## config.mk

```make
export PLATFORM = sky130hd
export DESIGN_NAME = uart_tx_fem
export DESIGN_NICKNAME = d
export VERILOG_FILES = /design/src/rtl/uart_tx_fem.sv
export SDC_FILE = /design/constraint.sdc
export NUM_CORES = 1
export LEC_CHECK = 0
export CAP_MARGIN = 30
export CORE_ASPECT_RATIO = 0.9
export CORE_MARGIN = 5
export CORE_UTILIZATION = 59
export DETAILED_ROUTE_END_ITERATION = 10
export PLACE_DENSITY = 0.87
export SLEW_MARGIN = 20
export SYNTH_ARGS = -nofsm -noshare
export SYNTH_HDL_FRONTEND = slang
export SYNTH_SLANG_ARGS = --single-unit
```

## constraint.sdc

```tcl
create_clock -name clk_in -period 2.3 [get_ports clk_in]
set_input_delay 0.345 -clock clk_in [delete_from_list [all_inputs] [get_ports clk_in]]
set_output_delay 0.345 -clock clk_in [all_outputs]
set_load 0.005 [all_outputs]
```

## src/rtl/uart_tx_fem.sv

```systemverilog
// rtl/uart_tx_fem.sv - 8N1 UART transmitter with a byte FIFO, back-to-back framing
// The FIFO pops straight into the shift register, so STOP can chain into START with no idle gap.

module uart_tx_fem #(
  parameter int CLKS_PER_BIT = 64,
  parameter int FIFO_DEPTH   = 4
) (
  input  logic       clk_in,
  input  logic       reset,
  input  logic [7:0] tx_data,
  input  logic       tx_valid,
  output logic       tx_ready,
  output logic       tx_busy,
  output logic       tx_fem
);

  localparam int CW = $clog2(CLKS_PER_BIT);
  localparam int AW = $clog2(FIFO_DEPTH);
  localparam int PW = AW + 1;
  localparam logic [CW-1:0] BAUD_LAST = CW'(CLKS_PER_BIT - 1);

  typedef enum logic [1:0] {IDLE, START, DATA, STOP} state_t;

  logic [7:0]    mem [FIFO_DEPTH];
  logic [PW-1:0] wr_ptr;
  logic [PW-1:0] rd_ptr;
  logic          full;
  logic          empty;
  logic          push;
  logic          pop;
  logic [7:0]    head;

  state_t        state, state_n;
  logic [CW-1:0] cnt, cnt_n;
  logic [2:0]    bit_idx, bit_idx_n;
  logic [7:0]    shift, shift_n;
  logic          fem_n;
  logic          baud_done;

  assign full     = (wr_ptr[PW-1] != rd_ptr[PW-1]) && (wr_ptr[AW-1:0] == rd_ptr[AW-1:0]);
  assign empty    = (wr_ptr == rd_ptr);
  assign tx_ready = !full;
  assign push     = tx_valid && tx_ready;
  assign head     = mem[rd_ptr[AW-1:0]];
  assign tx_busy  = (state != IDLE) || !empty;

  // Storage carries no reset; only the pointers define what is valid.
  always_ff @(posedge clk_in) begin
    if (push) begin
      mem[wr_ptr[AW-1:0]] <= tx_data;
    end
  end

  always_ff @(posedge clk_in) begin
    if (!reset) begin
      wr_ptr <= '0;
      rd_ptr <= '0;
    end else begin
      if (push) begin
        wr_ptr <= wr_ptr + 1'b1;
      end
      if (pop) begin
        rd_ptr <= rd_ptr + 1'b1;
      end
    end
  end

  always_ff @(posedge clk_in) begin
    if (!reset) begin
      state   <= IDLE;
      cnt     <= '0;
      bit_idx <= '0;
      shift   <= '0;
      tx_fem  <= 1'b1;
    end else begin
      state   <= state_n;
      cnt     <= cnt_n;
      bit_idx <= bit_idx_n;
      shift   <= shift_n;
      tx_fem  <= fem_n;
    end
  end

  assign baud_done = (cnt == BAUD_LAST);

  always_comb begin
    state_n   = state;
    cnt_n     = cnt + 1'b1;
    bit_idx_n = bit_idx;
    shift_n   = shift;
    fem_n     = tx_fem;
    pop       = 1'b0;
    case (state)
      IDLE: begin
        cnt_n = '0;
        if (!empty) begin
          state_n = START;
          pop     = 1'b1;
          shift_n = head;
          fem_n   = 1'b0;
        end
      end
      START: begin
        if (baud_done) begin
          state_n   = DATA;
          cnt_n     = '0;
          bit_idx_n = '0;
          fem_n     = shift[0];
        end
      end
      DATA: begin
        if (baud_done) begin
          cnt_n = '0;
          if (bit_idx == 3'd7) begin
            state_n = STOP;
            fem_n   = 1'b1;
          end else begin
            shift_n   = shift >> 1;
            fem_n     = shift[1];
            bit_idx_n = bit_idx + 3'd1;
          end
        end
      end
      STOP: begin
        if (baud_done) begin
          cnt_n = '0;
          if (!empty) begin
            state_n = START;
            pop     = 1'b1;
            shift_n = head;
            fem_n   = 1'b0;
          end else begin
            state_n = IDLE;
          end
        end
      end
      default: begin
        state_n = IDLE;
        cnt_n   = '0;
        fem_n   = 1'b1;
      end
    endcase
  end

endmodule

```

==> impl_metrics.py, run 1 <==
metrics = {
    "drt": {
        "viasPerCell": 5.51,
        "wl_um": 4470,
        "drcViolationCount": 0,
        "antenna_left": 0,
        "vias": 1602,
        "drt-wirelength-per-cell_um": 15.4,
        "drt-initial-drc-count": 85,
        "dr.pass1.iters": 4,
    },
    "clock_network": {
        "cts_setup_buffers": 0,
        "htree_levels": 3,
        "cts_buffers": 9,
        "cts-root-buf": "clkbuf_8",
        "postCtsResizedCells": 0,
        "clk_pin_slew_worst_paths_ns": 0.07,
        "cts_tree": "built",
        "cts.path.max_buffers": 2,
        "clock-sinks": 60,
        "clk_latency_ns": 0.34,
        "cts_hold_buf": 0,
    },
    "timing": {
        "post-route-period-util_pct": 89.5,
        "finalSetupViolations": 0,
        "tightest_slew_ns": 0.538,
        "hold_ws_ns": 0.459,
        "slew_violations": 0,
        "fin_crit_ns": 2.06,
        "max_freq_mhz": 486,
        "rsz0062_at_grt": "no",
        "hold_viol": 0,
        "fin_setup_tns_ns": 0,
        "setup_ws_ns": 0.241,
        "fin_skew_ns": 0.00447,
        "slew_headroom_pct": 63.8,
    },
    "power_and_ir_drop": {
        "total_power_uw": 3300,
        "net-switching-power_uw": 1090,
        "swShare_pct": 33.1,
        "p_clk_share_pct": 25.1,
        "power_frac_seq_pct": 42.8,
        "cellInternalPower_uw": 2210,
        "power.density_nw_per_um2": 1080,
        "p_leak_uw": 0.00117,
        "vdd_drop_max_mv": 0.734,
        "combPwrFrac_pct": 32.1,
    },
    "global_route": {
        "grt_pass1_wl_um": 7650,
        "grt.total_usage_pct": 17.6,
        "grt_pass1_vias": 1566,
        "overflow": 0,
        "antenna_found_initial": 0,
        "grt_max_degree": 23,
    },
    "final_layout": {
        "diodes": 0,
        "synthToLayoutAreaGrowth_pct": 14.3,
        "multi_input_area_um2": 1110,
        "nNetsFinal": 249,
        "regArea_um2": 1520,
        "fin_util_pct": 69.2,
        "drive_gt1_share_pct": 14.0,
        "fillerInstances": 318,
    },
    "die": {
        "ios": 14,
        "row_count": 23,
        "start_util_pct": 60.6,
        "die_area_um2": 6000,
        "die_w_um": 81.1,
        "die_height_um": 74,
        "coreArea_um2": 4430,
    },
    "synth": {
        "synth.largest_area_cell": "edfxtp_1",
        "synthTopCellsByArea": "edfxtp_1, dfxtp_1, mux4_2",
        "yosysWarningCount": 0,
        "netlist_area_um2": 2690,
        "seq_area_frac_synth_pct": 56.7,
        "synthCells": 202,
        "syn_nets": 227,
        "yosysUniqueCellTypes": 36,
        "synth.ff_latch_count": 60,
        "synth.avg_cell_area_um2": 13.3,
        "synthDominantCellAreaShare_pct": 35.8,
    },
    "worst_setup_path": {
        "path_max_fanout": 5,
        "end_kind": "output pin",
        "critPathLaunchType": "flop",
        "worst_r2r_endpoint": "shift[6]$_SDFFE_PN0P_",
        "criticalPathCategory": "flop to output pin",
        "regToRegStartpoint": "cnt[0]$_SDFF_PP0_",
        "crit_required_ns": 1.96,
        "reg2regPathDepth": 7,
        "reg2reg_setup_slack_ns": 0.38,
        "critPathArrivalTime_ns": 1.71,
    },
    "placed_design": {
        "dp_hpwl_um": 3050,
        "place.gp.congestion": 0.739,
        "post-place-ws_ns": 0.396,
        "io_buffers": 13,
    },
    "status": {
        "outcome": "complete, no violations",
    },
    "flow_run": {
        "maxCapViolCount": 0,
    },
    "min_path": {
        "hold_path_end": "cnt[0]$_SDFF_PP0_",
        "holdCritStartpoint": "cnt[0]$_SDFF_PP0_",
        "hp-class": "flop to flop",
        "worst_hold_path.num_cells": 1,
    },
}
-- how the worst max path moves through the flow --
stage                                 startpoint  slack [ns]                     to  cells past startpoint
after global routing      wr_ptr[0]$_SDFFE_PN0P_        0.15                tx_busy                      4
after CTS                 wr_ptr[0]$_SDFFE_PN0P_        0.22                tx_busy                      4
after floorplan                cnt[0]$_SDFF_PP0_        0.59  shift[0]$_SDFFE_PN0P_                      7
final                     wr_ptr[0]$_SDFFE_PN0P_        0.24                tx_busy                      4
after detailed placement                tx_valid        0.40    mem[3][2]$_DFFE_PP_                      3
after global placement                  tx_valid        0.44    mem[3][3]$_DFFE_PP_                      3
-- state kept, by name, summed over array words and instances (netlist names), named ones only --
name and flops:
bit_idx 3, cnt 6, mem 32, rd_ptr 3, shift 8, state 2
tx_fem 1, wr_ptr 3
-- kinds of logic after synthesis --
group / Yosys count / share of synthesized area, %
compound gates: 29 / 8.85
xor+xnor: 13 / 4.24
fa+ha+maj: 14 / 6.52
buf+inv: 12 / 2.05
flops: 60 / 56.7
mux: 19 / 10.8
simple gates: 55 / 10.9
-- per-layer routing --
metal,GRT usage (%),share of wire (%),up-vias
met3,7.99,4.7,8
met5,0,0,-
met1,21.6,44,781
li1,-,-,785
met2,28.0,50,28
met4,6.19,1.1,0
-- critical path: stages (launching register included) --
cell	delay (ns)
dfxtp_1	0.46
xor2_1	0.26
nor3_2	0.09
nand2_1	0.08
clkdlybuf4s50_1	0.49
-- power groups by stage --
stage,registers [uW],logic (uW),clock network [uW]
finish,1410,1060,830
global route,1430,1180,913
CTS,1410,1070,849
detailed placement,1440,1050,0
global placement,1430,1020,0
floorplan,1390,835,0
-- placed cells by master (no fill, tap or decap), types with 3 or more instances in the layout --
cell type / instances
nand2_1: 15
dfxtp_1: 28
and2_1: 8
a22oi_1: 3
ha_1: 14
o21ai_0: 5
mux4_2: 8
clkdlybuf4s50_1: 13
clkbuf_8: 9
nand3_1: 4
a21oi_1: 3
o211a_1: 7
buf_4: 5
nor2_1: 10
xor2_1: 6
nor2b_1: 8
inv_1: 5
mux2i_1: 11
inv_6: 3
xnor2_1: 7
edfxtp_1: 32
-- stage by stage --
step / std cells / instance area, um2
2_1_floorplan: 202 / 2690
3_3_place_gp: 275 / 2890
3_5_place_dp: 275 / 2890
4_1_cts: 291 / 3070
5_1_grt: 291 / 3070
6_report: 291 / 3070
-- synthesized netlist by cell type --
| master | number |
|---|---|
| xnor2_1 | 7 |
| nand2b_1 | 1 |
| nor2_1 | 10 |
| and3_1 | 2 |
| nand3_1 | 4 |
| clkbuf_1 | 4 |
| mux4_2 | 8 |
| o311ai_0 | 1 |
| nand4b_1 | 1 |
| o21bai_1 | 1 |
| nand2_1 | 15 |
| o21ai_0 | 5 |
| nor3_2 | 2 |
| a21oi_1 | 3 |
| mux2i_1 | 11 |
| a31oi_1 | 2 |
| nor3b_1 | 1 |
| a211o_1 | 2 |
| o211ai_1 | 1 |
| edfxtp_1 | 32 |
| o31a_1 | 1 |
| buf_2 | 2 |
| o211a_1 | 7 |
| buf_6 | 1 |
| nor3_1 | 1 |
| and4_1 | 1 |
| dfxtp_1 | 28 |
| o41ai_4 | 1 |
| or3b_2 | 1 |
| xor2_1 | 6 |
| a21boi_0 | 2 |
| a22oi_1 | 3 |
| ha_1 | 14 |
| and2_1 | 8 |
| nor2b_1 | 8 |
| inv_1 | 5 |
-- layout make-up --
class	count	share of cell area, %
multi-input combinational	130	36.1
sequential	60	49.6
clock inverter	7	1.63
clock buffer	9	4.04
tap	62	2.53
inverter	5	0.612
timing repair buffer	18	5.46
Power figures use the tool's default switching activity.
==> run 2, diff against run 1 <==
- CAP_MARGIN: 30 -> 20
- GPL_TIMING_DRIVEN: unset -> 0
==> run 2 against run 1 <==
Net effect: clock skew grew 0.0022 ns; wire length rose by 4.2%; hold slack better by 0.013 ns; register-to-register slack worse by 0.04 ns; largest cell class unchanged; sequential share of layout area fell by 1.2 points; clock power up 40%; critical endpoint unchanged; first-iteration DRC count down 16%; critical path type unchanged.
==> impl_metrics.py, run 2 (synthesis gave the netlist of run 1 again) <==
metrics = {
    "clock_network": {
        "clk_latency_ns": 0.34,
        "clock-sinks": 60,
        "cts-root-buf": "clkbuf_8",
        "cts_hold_buf": 0,
        "htree_levels": 3,
        "cts_buffers": 9,
        "cts.path.max_buffers": 2,
        "cts_tree": "built",
        "postCtsResizedCells": 0,
        "clk_pin_slew_worst_paths_ns": 0.07,
        "cts_setup_buffers": 0,
    },
    "final_layout": {
        "fin_util_pct": 71.0,
        "fillerInstances": 307,
        "diodes": 0,
        "nNetsFinal": 251,
        "largest_register_ffs": 32,
        "final_cell_mix": "edfxtp_1, dfxtp_1, nand2_1, ha_1, clkdlybuf4s50_1",
        "synthToLayoutAreaGrowth_pct": 17.2,
        "drive_gt1_share_pct": 13.4,
        "fin_cells": 293,
        "layout_commonest_cell": "edfxtp_1",
    },
    "placed_design": {
        "place.gp.congestion": 0.827,
        "dp_cells": 277,
        "dp_hpwl_um": 3210,
        "io_buffers": 13,
    },
    "timing": {
        "finalSetupViolations": 0,
        "tightest_slew_ns": 0.497,
        "max_freq_mhz": 461,
        "post-route-period-util_pct": 94.4,
        "fin_setup_tns_ns": 0,
        "hold_ws_ns": 0.472,
        "slew_headroom_pct": 66.8,
        "fin_skew_ns": 0.00669,
        "fin_crit_ns": 2.17,
        "slew_violations": 0,
        "hold_viol": 0,
        "rsz0062_at_grt": "no",
    },
    "min_path": {
        "hold_path_end": "cnt[0]$_SDFF_PP0_",
        "hp-class": "flop to flop",
        "worst_hold_path.num_cells": 1,
        "holdCritStartpoint": "cnt[0]$_SDFF_PP0_",
    },
    "worst_setup_path": {
        "worst_r2r_endpoint": "shift[1]$_SDFFE_PN0P_",
        "worst_path_largest_cell_delay_ns": 0.45,
        "criticalPathCategory": "flop to output pin",
        "slowest_stage": "clkdlybuf4s50_1",
        "path_max_fanout": 5,
        "worstPathCellList": "xor2_1, nor3_4, nand2_1, clkdlybuf4s50_1",
        "critPathArrivalTime_ns": 1.83,
        "regToRegStartpoint": "cnt[0]$_SDFF_PP0_",
        "crit_required_ns": 1.96,
        "critPathLaunchType": "flop",
        "end_kind": "output pin",
        "reg2regPathDepth": 7,
        "reg2reg_setup_slack_ns": 0.34,
    },
    "die": {
        "row_count": 23,
        "coreArea_um2": 4430,
        "die_area_um2": 6000,
        "die_w_um": 81.1,
        "start_util_pct": 60.6,
        "die_height_um": 74,
        "ios": 14,
    },
    "global_route": {
        "antenna_found_initial": 0,
        "grt_pass1_wl_um": 7800,
        "grt_pass1_vias": 1641,
        "grt_max_degree": 13,
        "overflow": 0,
        "grt.total_usage_pct": 18.2,
    },
    "power_and_ir_drop": {
        "p_leak_uw": 0.00120,
        "power.density_nw_per_um2": 1160,
        "total_power_uw": 3640,
        "vdd_drop_max_mv": 0.865,
    },
    "drt": {
        "viasPerCell": 5.46,
        "wl_um": 4660,
        "vias": 1601,
        "antenna_left": 0,
        "drcViolationCount": 0,
        "drt-wirelength-per-cell_um": 15.9,
        "drt-initial-drc-count": 71,
        "dr.pass1.iters": 4,
    },
    "flow_run": {
        "maxCapViolCount": 0,
    },
    "status": {
        "outcome": "complete, no violations",
    },
}
==> run 2: final cells by class <==
cell class / count / area, um2 / area share (%)
buffer: 7 / 36.3 / 1.15
sequential: 60 / 1520 / 48.3
clock buffer: 9 / 124 / 3.94
clock inverter: 7 / 124 / 3.94
timing repair buffer: 13 / 130 / 4.14
inverter: 5 / 18.8 / 0.596
multi-input combinational: 130 / 1110 / 35.4
tap: 62 / 77.6 / 2.47
==> run 2: power by group <==
| group | internal [uW] | leakage, uW | switching, uW |
|---|---|---|---|
| combinational | 522 | 0.000561 | 571 |
| clock | 726 | 0.000120 | 434 |
| sequential | 1290 | 0.000523 | 98.6 |
==> run 2: worst max-delay path by stage <==
| stage | startpoint | endpoint | slack [ns] | depth (start not counted) |
|---|---|---|---|---|
| after floorplan | cnt[0]$_SDFF_PP0_ | shift[0]$_SDFFE_PN0P_ | 0.59 | 7 |
| after global placement | cnt[0]$_SDFF_PP0_ | shift[2]$_SDFFE_PN0P_ | 0.36 | 7 |
| after detailed placement | tx_valid | mem[3][3]$_DFFE_PP_ | 0.34 | 3 |
| after CTS | wr_ptr[1]$_SDFFE_PN0P_ | tx_busy | 0.006 | 4 |
| after global routing | wr_ptr[1]$_SDFFE_PN0P_ | tx_busy | 0.02 | 4 |
| final | wr_ptr[1]$_SDFFE_PN0P_ | tx_busy | 0.13 | 4 |
==> run 2: per-stage QoR <==
step                area [um2]  worst slack [ns]
floorplan                 2690             0.590
global placement          2890             0.364
detailed placement        2890             0.335
CTS                       3140           0.00569
global route              3150            0.0155
finish                    3150             0.129
==> run 2: routing by layer <==
metal | wire [um] | global-route usage [%]
met2 | 2300 | 29.9
met4 | 90 | 7.32
met1 | 2120 | 21.5
met3 | 152 | 7.38
met5 | 0 | 0
==> run 2: critical path: cells and delay by family (launching register included) <==
family,cells,cell delay [ns]
xor gates and xnor gates,1,0.16
buffers and inverters,1,0.45
DFF,1,0.44
and+or+nand+nor,2,0.43
